==> src/rtl/cmd_pkg.sv <==
// Shared definitions for the command register bank: FSM encoding, tdest codes,
// host command words and the address field width.
package cmd_pkg;

   localparam int ADDR_W = 8;

   localparam logic [3:0] DEST_NONE   = 4'd0;
   localparam logic [3:0] DEST_WRITE  = 4'd1;
   localparam logic [3:0] DEST_STATUS = 4'd2;
   localparam logic [3:0] DEST_READ   = 4'd3;

   // ASCII command words as emitted by the host in the packet header
   localparam logic [31:0] CMD_WWCC = 32'h5757_4343;
   localparam logic [31:0] CMD_WWFF = 32'h5757_4646;
   localparam logic [31:0] CMD_WWDA = 32'h5757_4441;
   localparam logic [31:0] CMD_RRCC = 32'h5252_4343;
   localparam logic [31:0] CMD_RRFF = 32'h5252_4646;

   localparam logic [2:0] ST_IDLE    = 3'd0;
   localparam logic [2:0] ST_WR_ADDR = 3'd1;
   localparam logic [2:0] ST_WR_DATA = 3'd2;
   localparam logic [2:0] ST_RD_ADDR = 3'd3;
   localparam logic [2:0] ST_DROP    = 3'd4;

   typedef enum logic [2:0] {
      IDLE    = ST_IDLE,
      WR_ADDR = ST_WR_ADDR,
      WR_DATA = ST_WR_DATA,
      RD_ADDR = ST_RD_ADDR,
      DROP    = ST_DROP
   } state_t;

endpackage

==> src/rtl/cmd_reg_bank_rsp_reg.sv <==
// Single-entry AXI-Stream output register. Handshake: a beat moves on valid & ready;
// o_valid holds with stable o_data until i_ready, and a new beat may load in the same cycle.
module cmd_reg_bank_rsp_reg #(
   parameter int W = 65
) (
   input  logic         i_clk,
   input  logic         i_rst,
   input  logic [W-1:0] i_data,
   input  logic         i_valid,
   output logic         o_ready,
   output logic [W-1:0] o_data,
   output logic         o_valid,
   input  logic         i_ready
);

   logic         r_valid;
   logic [W-1:0] r_data;

   assign o_ready = !r_valid || i_ready;
   assign o_valid = r_valid;
   assign o_data  = r_data;

   always_ff @(posedge i_clk) begin
      if (i_rst) begin
         r_valid <= 1'b0;
         r_data  <= '0;
      end else if (i_valid && o_ready) begin
         r_valid <= 1'b1;
         r_data  <= i_data;
      end else if (i_ready) begin
         r_valid <= 1'b0;
      end
   end

endmodule

==> src/rtl/cmd_reg_bank.sv <==
// Executes decoded host command packets against a bank of 32-bit control registers.
// Read-back path is built only when CMD_REG_BANK_READBACK_EN is defined.
module cmd_reg_bank
   import cmd_pkg::*;
#(
   parameter int          NUM_REG       = 7,
   parameter logic [3:0]  WRITE_DEST    = DEST_WRITE,
   parameter logic [3:0]  READ_DEST     = DEST_READ,
   parameter logic [31:0] BAD_ADDR_WORD = 32'hDEADBEEF
) (
   input  logic                  axi_tclk,
   input  logic                  axi_treset,
   input  logic [31:0]           s_axis_tdata,
   input  logic                  s_axis_tvalid,
   input  logic                  s_axis_tlast,
   input  logic [3:0]            s_axis_tdest,
   input  logic [31:0]           s_axis_tuser,
   output logic                  s_axis_tready,
   output logic [31:0]           m_axis_tdata,
   output logic                  m_axis_tvalid,
   output logic                  m_axis_tlast,
   output logic [31:0]           m_axis_tuser,
   input  logic                  m_axis_tready,
   output logic [32*NUM_REG-1:0] reg_bank,
   output logic [NUM_REG-1:0]    reg_wr_strobe,
   output logic [15:0]           err_count,
   output logic                  busy,
   output state_t                o_dbg_state
);

   localparam logic [ADDR_W:0] LP_NUM = (ADDR_W+1)'(NUM_REG);

   state_t              r_state, w_next;
   logic [31:0]         r_regs [NUM_REG];
   logic [NUM_REG-1:0]  r_strobe;
   logic [ADDR_W-1:0]   r_addr;
   logic [15:0]         r_err;
   logic w_ready, w_hs, w_wr_en, w_err_inc, w_rd_push, w_rsp_ready, w_rd_oor, w_unused;

   always_comb begin
      w_ready = 1'b1;
      if (r_state == RD_ADDR) w_ready = w_rsp_ready;
   end

   assign s_axis_tready = w_ready && !axi_treset;
   assign w_hs          = s_axis_tvalid && s_axis_tready;

   always_comb begin
      w_next    = r_state;
      w_wr_en   = 1'b0;
      w_err_inc = 1'b0;
      w_rd_push = 1'b0;
      case (r_state)
         IDLE: begin
            // a header with tlast is an empty packet and is silently consumed
            if (w_hs && !s_axis_tlast) begin
               if (s_axis_tdest == WRITE_DEST) w_next = WR_ADDR;
`ifdef CMD_REG_BANK_READBACK_EN
               else if (s_axis_tdest == READ_DEST) w_next = RD_ADDR;
`else
               else if (s_axis_tdest == READ_DEST) w_next = DROP;
`endif
               else w_next = DROP;
            end
         end
         WR_ADDR: begin
            if (w_hs) begin
               if (s_axis_tlast) begin
                  w_err_inc = 1'b1;
                  w_next    = IDLE;
               end else begin
                  w_next = WR_DATA;
               end
            end
         end
         WR_DATA: begin
            if (w_hs) begin
               if ({1'b0, r_addr} < LP_NUM) w_wr_en = 1'b1;
               else w_err_inc = 1'b1;
               w_next = s_axis_tlast ? IDLE : WR_ADDR;
            end
         end
         RD_ADDR: begin
            if (w_hs) begin
               w_rd_push = 1'b1;
               w_err_inc = w_rd_oor;
               if (s_axis_tlast) w_next = IDLE;
            end
         end
         DROP: begin
            if (w_hs && s_axis_tlast) begin
               w_err_inc = 1'b1;
               w_next    = IDLE;
            end
         end
         default: w_next = IDLE;
      endcase
   end

   always_ff @(posedge axi_tclk) begin
      if (axi_treset) begin
         r_state  <= IDLE;
         r_addr   <= '0;
         r_strobe <= '0;
         r_err    <= '0;
         for (int i = 0; i < NUM_REG; i++) r_regs[i] <= '0;
      end else begin
         r_state  <= w_next;
         r_strobe <= '0;
         if (r_state == WR_ADDR && w_hs) r_addr <= s_axis_tdata[ADDR_W-1:0];
         if (w_err_inc && r_err != 16'hFFFF) r_err <= r_err + 16'd1;
         for (int i = 0; i < NUM_REG; i++) begin
            if (w_wr_en && r_addr == ADDR_W'(i)) begin
               r_regs[i]   <= s_axis_tdata;
               r_strobe[i] <= 1'b1;
            end
         end
      end
   end

   for (genvar g = 0; g < NUM_REG; g++) begin : g_flat
      assign reg_bank[32*g +: 32] = r_regs[g];
   end

   assign reg_wr_strobe = r_strobe;
   assign err_count     = r_err;
   assign busy          = (r_state != IDLE);
   assign o_dbg_state   = r_state;

`ifdef CMD_REG_BANK_READBACK_EN
   logic [ADDR_W-1:0] w_rd_addr;
   logic [31:0]       w_rd_word;
   logic [64:0]       w_rsp_data;

   assign w_rd_addr = s_axis_tdata[ADDR_W-1:0];
   assign w_rd_oor  = ({1'b0, w_rd_addr} >= LP_NUM);

   always_comb begin
      w_rd_word = BAD_ADDR_WORD;
      for (int i = 0; i < NUM_REG; i++) begin
         if (w_rd_addr == ADDR_W'(i)) w_rd_word = r_regs[i];
      end
   end

   cmd_reg_bank_rsp_reg #(.W(65)) u_rsp (
      .i_clk   (axi_tclk),
      .i_rst   (axi_treset),
      .i_data  ({s_axis_tlast, s_axis_tuser, w_rd_word}),
      .i_valid (w_rd_push),
      .o_ready (w_rsp_ready),
      .o_data  (w_rsp_data),
      .o_valid (m_axis_tvalid),
      .i_ready (m_axis_tready)
   );

   assign {m_axis_tlast, m_axis_tuser, m_axis_tdata} = w_rsp_data;
   assign w_unused = ^s_axis_tdata[31:ADDR_W];
`else
   assign w_rsp_ready   = 1'b0;
   assign w_rd_oor      = 1'b0;
   assign m_axis_tdata  = '0;
   assign m_axis_tvalid = 1'b0;
   assign m_axis_tlast  = 1'b0;
   assign m_axis_tuser  = '0;
   assign w_unused      = ^{s_axis_tdata[31:ADDR_W], s_axis_tuser, m_axis_tready, w_rd_push};
`endif

endmodule

==> config.mk <==
export PLATFORM = sky130hd
export DESIGN_NAME = cmd_reg_bank
export DESIGN_NICKNAME = d
export VERILOG_FILES = /design/src/rtl/cmd_pkg.sv /design/src/rtl/cmd_reg_bank_rsp_reg.sv /design/src/rtl/cmd_reg_bank.sv
export SDC_FILE = /design/constraint.sdc
export NUM_CORES = 1
export LEC_CHECK = 0
export ABC_AREA = 1
export CAP_MARGIN = 20
export CORE_AREA = 2 2 150 152
export DETAILED_ROUTE_END_ITERATION = 8
export DIE_AREA = 0 0 152 154
export PLACE_DENSITY = 0.85
export SYNTH_ARGS = -nofsm -noshare
export SYNTH_HDL_FRONTEND = slang
export SYNTH_SLANG_ARGS = --single-unit
==> constraint.sdc <==
create_clock -name axi_tclk -period 6.55 [get_ports axi_tclk]
set_input_delay 0.655 -clock axi_tclk [delete_from_list [all_inputs] [get_ports axi_tclk]]
set_output_delay 0.655 -clock axi_tclk [all_outputs]
set_load 0.01 [all_outputs]
* Word-level counts from Yosys, hierarchy flattened
Memory sizes are Yosys's and may differ from the RTL's.
Index checks and enable logic that the tools add are counted.
** Operators by class
- Add/subtract/negate cells :: 1
- Magnitude comparators :: 1
- Equality and inequality tests :: 18
- Multiplexer cells :: 50
- Bitwise gates (word level) :: 7
- Reduce and logical (&&, ||, !) cells :: 19
** Operators with widths (number)
- $mux W32 :: 7
- $mux W1 :: 33
- $eq A8 B3 Y1 const B :: 3
- $mux W3 :: 7
- $add A16 B1 Y16 const B :: 1
- $eq A8 B2 Y1 const B :: 2
- $ne A16 B16 Y1 const B :: 1
- $pmux W3 S5 :: 1
- $logic_and A1 B1 Y1 :: 13
- $ne A2 B2 Y1 const B :: 6
- $eq A8 B1 Y1 const B :: 1
- $logic_not A8 Y1 :: 1
- $lt A8 B3 Y1 const B :: 1
- $or A1 B1 Y1 :: 7
- $eq A3 B2 Y1 const B :: 2
- $reduce_and A6 Y1 :: 1
- $eq A4 B1 Y1 const B :: 1
- $eq A3 B1 Y1 const B :: 1
- $eq A3 B3 Y1 const B :: 1
- $logic_not A3 Y1 :: 1
- $pmux W1 S3 :: 1
- $reduce_bool A3 Y1 :: 1
- $logic_not A1 Y1 :: 2
- $mux W2 :: 1
** Word-level totals
- Bits in registers :: 34
- Memory bits (writable) :: 224
- Bits of input ports :: 73
- Word-level logic and storage cells :: 101
- Memories kept :: 1
** Memories
- r_regs :: words 7, width 32, read ports 7, clocked after memory_dff 0, wr ports 7, RTL line cmd_reg_bank.sv:34 : logic [31:0] r_regs [NUM_REG];

* Depth between registers and ports, before layout
- Word-level depth :: 11
- Mapped depth :: 10

* Worst setup path before layout
OpenSTA, ideal clock, no wires.
- Path kind :: input to register
- Start :: input port axi_treset
- End :: memory r_regs[6][0] (enable)
- Library setup time :: 466 ps
- Arrival time :: 3515 ps
- Slack :: 2569 ps
- Stages :: 5
- Path through :: inv_1 > nand3_4 > nor2_8 > nand2_1 > o21ai_0
** RTL lines
- start: declaration :: RTL line cmd_reg_bank.sv:12 : input logic axi_treset,
- end: declaration :: RTL line cmd_reg_bank.sv:34

==> run summary <==
Share of post-route cells with drive strength above 1 - 5.923%
Post-synth EDFFs - 224
Max Buffers Root-to-Sink - 3
Post-Route WL - 27600 um
Synth Area in Compound Gates - 1.949%
Initial antenna violation count - 1
CTS clk-pin slew, worst paths - 0.06 ns
TNS Setup - 0 ns
Clock power share - 39.8%
Crit path largest cell delay - 1.03 ns
Synth area leaders - edfxtp_1 (65%), nor2_1 (7.9%), dfxtp_1 (6.6%)
Gr usage total - 22.78%
Setup violators final - 0
Adder-cell share of the synthesized area - 0.1211%
Largest net degree at the start of global routing - 48
Via Count - 7245
Crit share post-route - 55.90%
Most common cell in the synthesized netlist - edfxtp_1
Most used DFF post-synth - edfxtp_1
Status - finished, final reports clean
Crit-path cells - clkdlybuf4s50_1, inv_2, nand3_4, nor2_8, nand4_4, nand2_2
CP top delay family - simple AND/OR/NAND/NOR gates
Row Count - 54
Htree depth - 1
Number of buffers and inverters on the critical path - 2
RSZ-0062 raised after global routing - no
Critical-path top delay cell - nand2_2
CTS hold repair buffers - 0
Core area - 0.02169 mm^2
Crit start category - input pin
DRT iter0 DRCs - 485
Post-synthesis simple-gate area fraction - 15.91%
Finished Layout Cells - 1428
Fin area - 0.01400 mm^2
CP Max Fanout - 34
Yosys reg bits - 258
Detail Placement HPWL - 18120 um
Area grow syn2layout - 35.45%
Synth area leader - edfxtp_1
DP Area - 0.01312 mm^2
Post-Synthesis Cells - 840
Total grt overflow - 0
Slew Limit Headroom - 32.48%
CTS tree - done
Slew Viols, Final - 0
Placed insts - 1383
Port Buffers - 291
Fin util - 64.54%
Clock Skew - 0.01993 ns
Slack of the worst reg-to-reg path - 3.40 ns
Hold Vio Cnt, Final - 0
Leakage power - 5.351 nW
Largest family of logic cells by synthesized area - simple AND/OR/NAND/NOR gates
Seq/Total Area, Yosys - 71.68%
CP required - 6.68 ns
Cell Int Power - 2.980 mW
Synth Area in XOR/XNOR - 0.6780%
Yosys Warn Count - 0
Yosys top cell area share - 65.09%
Post-CTS sizing - 0
Pre-CTS WS - 2.344 ns
Fmax - 273.1 MHz
Tightest Hold Check Type - reg2reg
# fillers - 1533
Die height - 154 um
Post-Syn Area per Cell - 12.30 um^2
Ant. Diodes - 0
Netlist cell types - 30
Power share of the sequential group - 49.1%
Gp weighted congestion - 0.8039
CP Capture Type - flop
Ys async rst share - 0%
Pwr dens - 276.5 mW/mm^2
First-pass detailed-route iteration total - 4
Multiplexer area fraction after synthesis - 0%
TritonCTS buffer count - 25
Via density - 5.074
Die area - 0.02341 mm^2
Initial Util - 47.65%
Vias in the first global route - 7129
Critical Path AT - 3.79 ns
Comb power frac - 11.1%
Die X - 152 um
Setup Buffers After CTS - 0
Final Worst Setup Slack - 2.889 ns
Clock Sinks - 258
Clk root buf - clkbuf_16
Max rail drop VDD - 0.1312 mV
Synth top cells by count - edfxtp_1 (224), nor2_1 (218), nand2_1 (103), buf_4 (67), inv_1 (58)
# IOs - 391
Min cycle time layout - 3.661 ns
Crit Path Category - in2reg
First-pass GRT wire length - 41280 um
Switching part of the total power - 22.98%
Cell Area, Synth - 0.01033 mm^2
Per-cell routed wire length - 19.33 um
Remaining routing DRC violations - 0
Worst slew pin tran - 1.009 ns
Psw - 0.8891 mW
Clock Latency Late Sink - 0.52 ns
Number of routed nets with antenna violations - 0
Fin nets - 1204
Max-cap violation count - 0
-- cells in the final DEF (no fill, tap or decap) --
cell | netlist | final
clkinvlp_2 | 0 | 1
o21ai_4 | 0 | 1
nand4_4 | 5 | 5
inv_2 | 4 | 5
nor3_1 | 2 | 2
a21oi_1 | 29 | 29
clkinv_2 | 0 | 2
nand3_1 | 30 | 30
nand3_4 | 3 | 3
clkbuf_1 | 3 | 2
nand2_2 | 1 | 7
ha_1 | 1 | 1
o21ai_0 | 10 | 9
edfxtp_1 | 224 | 224
inv_6 | 0 | 2
clkdlybuf4s50_1 | 0 | 291
nor2_1 | 218 | 218
clkbuf_16 | 0 | 25
buf_4 | 67 | 2
nor2_8 | 1 | 1
clkinv_4 | 0 | 1
nand2_1 | 103 | 97
xnor2_1 | 3 | 3
o22ai_1 | 1 | 1
dfxtp_1 | 34 | 34
inv_1 | 58 | 57
nand2_4 | 2 | 2
nor2_2 | 3 | 3
nor3_2 | 1 | 1
clkinv_1 | 0 | 6
nand3_2 | 1 | 1
conb_1 | 1 | 66
bufinv_16 | 0 | 6
nand3b_1 | 1 | 1
xor2_1 | 5 | 5
nand4_1 | 4 | 4
-- path summary, 6_finish.rpt --
kind                                from                           to  cells after the start
max                           axi_treset  r_regs[3][22]$_SDFFCE_PN0P_                      6
min               r_addr[7]$_SDFFE_PP0P_       r_addr[7]$_SDFFE_PP0P_                      2
max reg2reg  o_dbg_state[1]$_SDFFE_PP0P_  r_regs[3][22]$_SDFFCE_PN0P_                      6
min reg2reg       r_addr[7]$_SDFFE_PP0P_       r_addr[7]$_SDFFE_PP0P_                      2
-- flip-flops by register name, summed over array words and instances, names as in the netlist --
signal,cells
err_count,16
o_dbg_state,3
r_addr,8
r_regs,224
reg_wr_strobe,7
-- cells by family (layout without fill, tap and decap cells) --
| logic type | Yosys count | count (layout) |
|---|---|---|
| other cells | 1 | 66 |
| fa+ha+maj | 1 | 1 |
| simple gates | 375 | 375 |
| buf+inv | 157 | 400 |
| xor+xnor | 8 | 8 |
| flops | 258 | 258 |
| compound gates | 40 | 40 |
-- worst register-to-register path, stage by stage, from the launching register on --
cell     delay [ns]
dfxtp_1        0.47
nand2_1        0.16
nor2_2         0.14
nand2_2        0.10
nor2_8         0.22
nand4_4        0.61
nand2_2        1.04
-- metrics by stage --
step	hold slack (ns)	power [mW]
after floorplan	0.4399	2.156
after global placement	0.4500	2.349
after detailed placement	0.4555	2.362
after CTS	0.4653	3.881
after global routing	0.4826	3.989
final	0.4601	3.870
-- power groups by stage --
stage	Clock [mW]	Combinational, mW	Sequential, mW
3_3_place_gp	0	0.420	1.93
6_report	1.54	0.430	1.90
5_1_grt	1.62	0.460	1.91
3_5_place_dp	0	0.428	1.93
4_1_cts	1.55	0.430	1.90
2_1_floorplan	0	0.188	1.97
-- final cells by class --
| cell class | instances | area, um^2 | area share [%] |
|---|---|---|---|
| clock inverters | 18 | 244.0 | 1.743 |
| well taps | 280 | 350.3 | 2.503 |
| flip-flops and latches | 258 | 7407 | 52.92 |
| multi-input cells | 490 | 2202 | 15.73 |
| repair buffers | 293 | 2928 | 20.92 |
| inverters | 62 | 232.7 | 1.663 |
| clock buffers | 27 | 633.1 | 4.523 |
-- per-layer routing --
metal | track usage [%] | routed length, um | vias to the layer above
li1 | - | - | 3239
met1 | 26.85 | 9782 | 3459
met2 | 40.80 | 14190 | 482
met3 | 4.961 | 2624 | 63
met4 | 8.901 | 989 | 2
met5 | 0 | 11 | -
No activity file was read; power rests on OpenSTA's default activity.
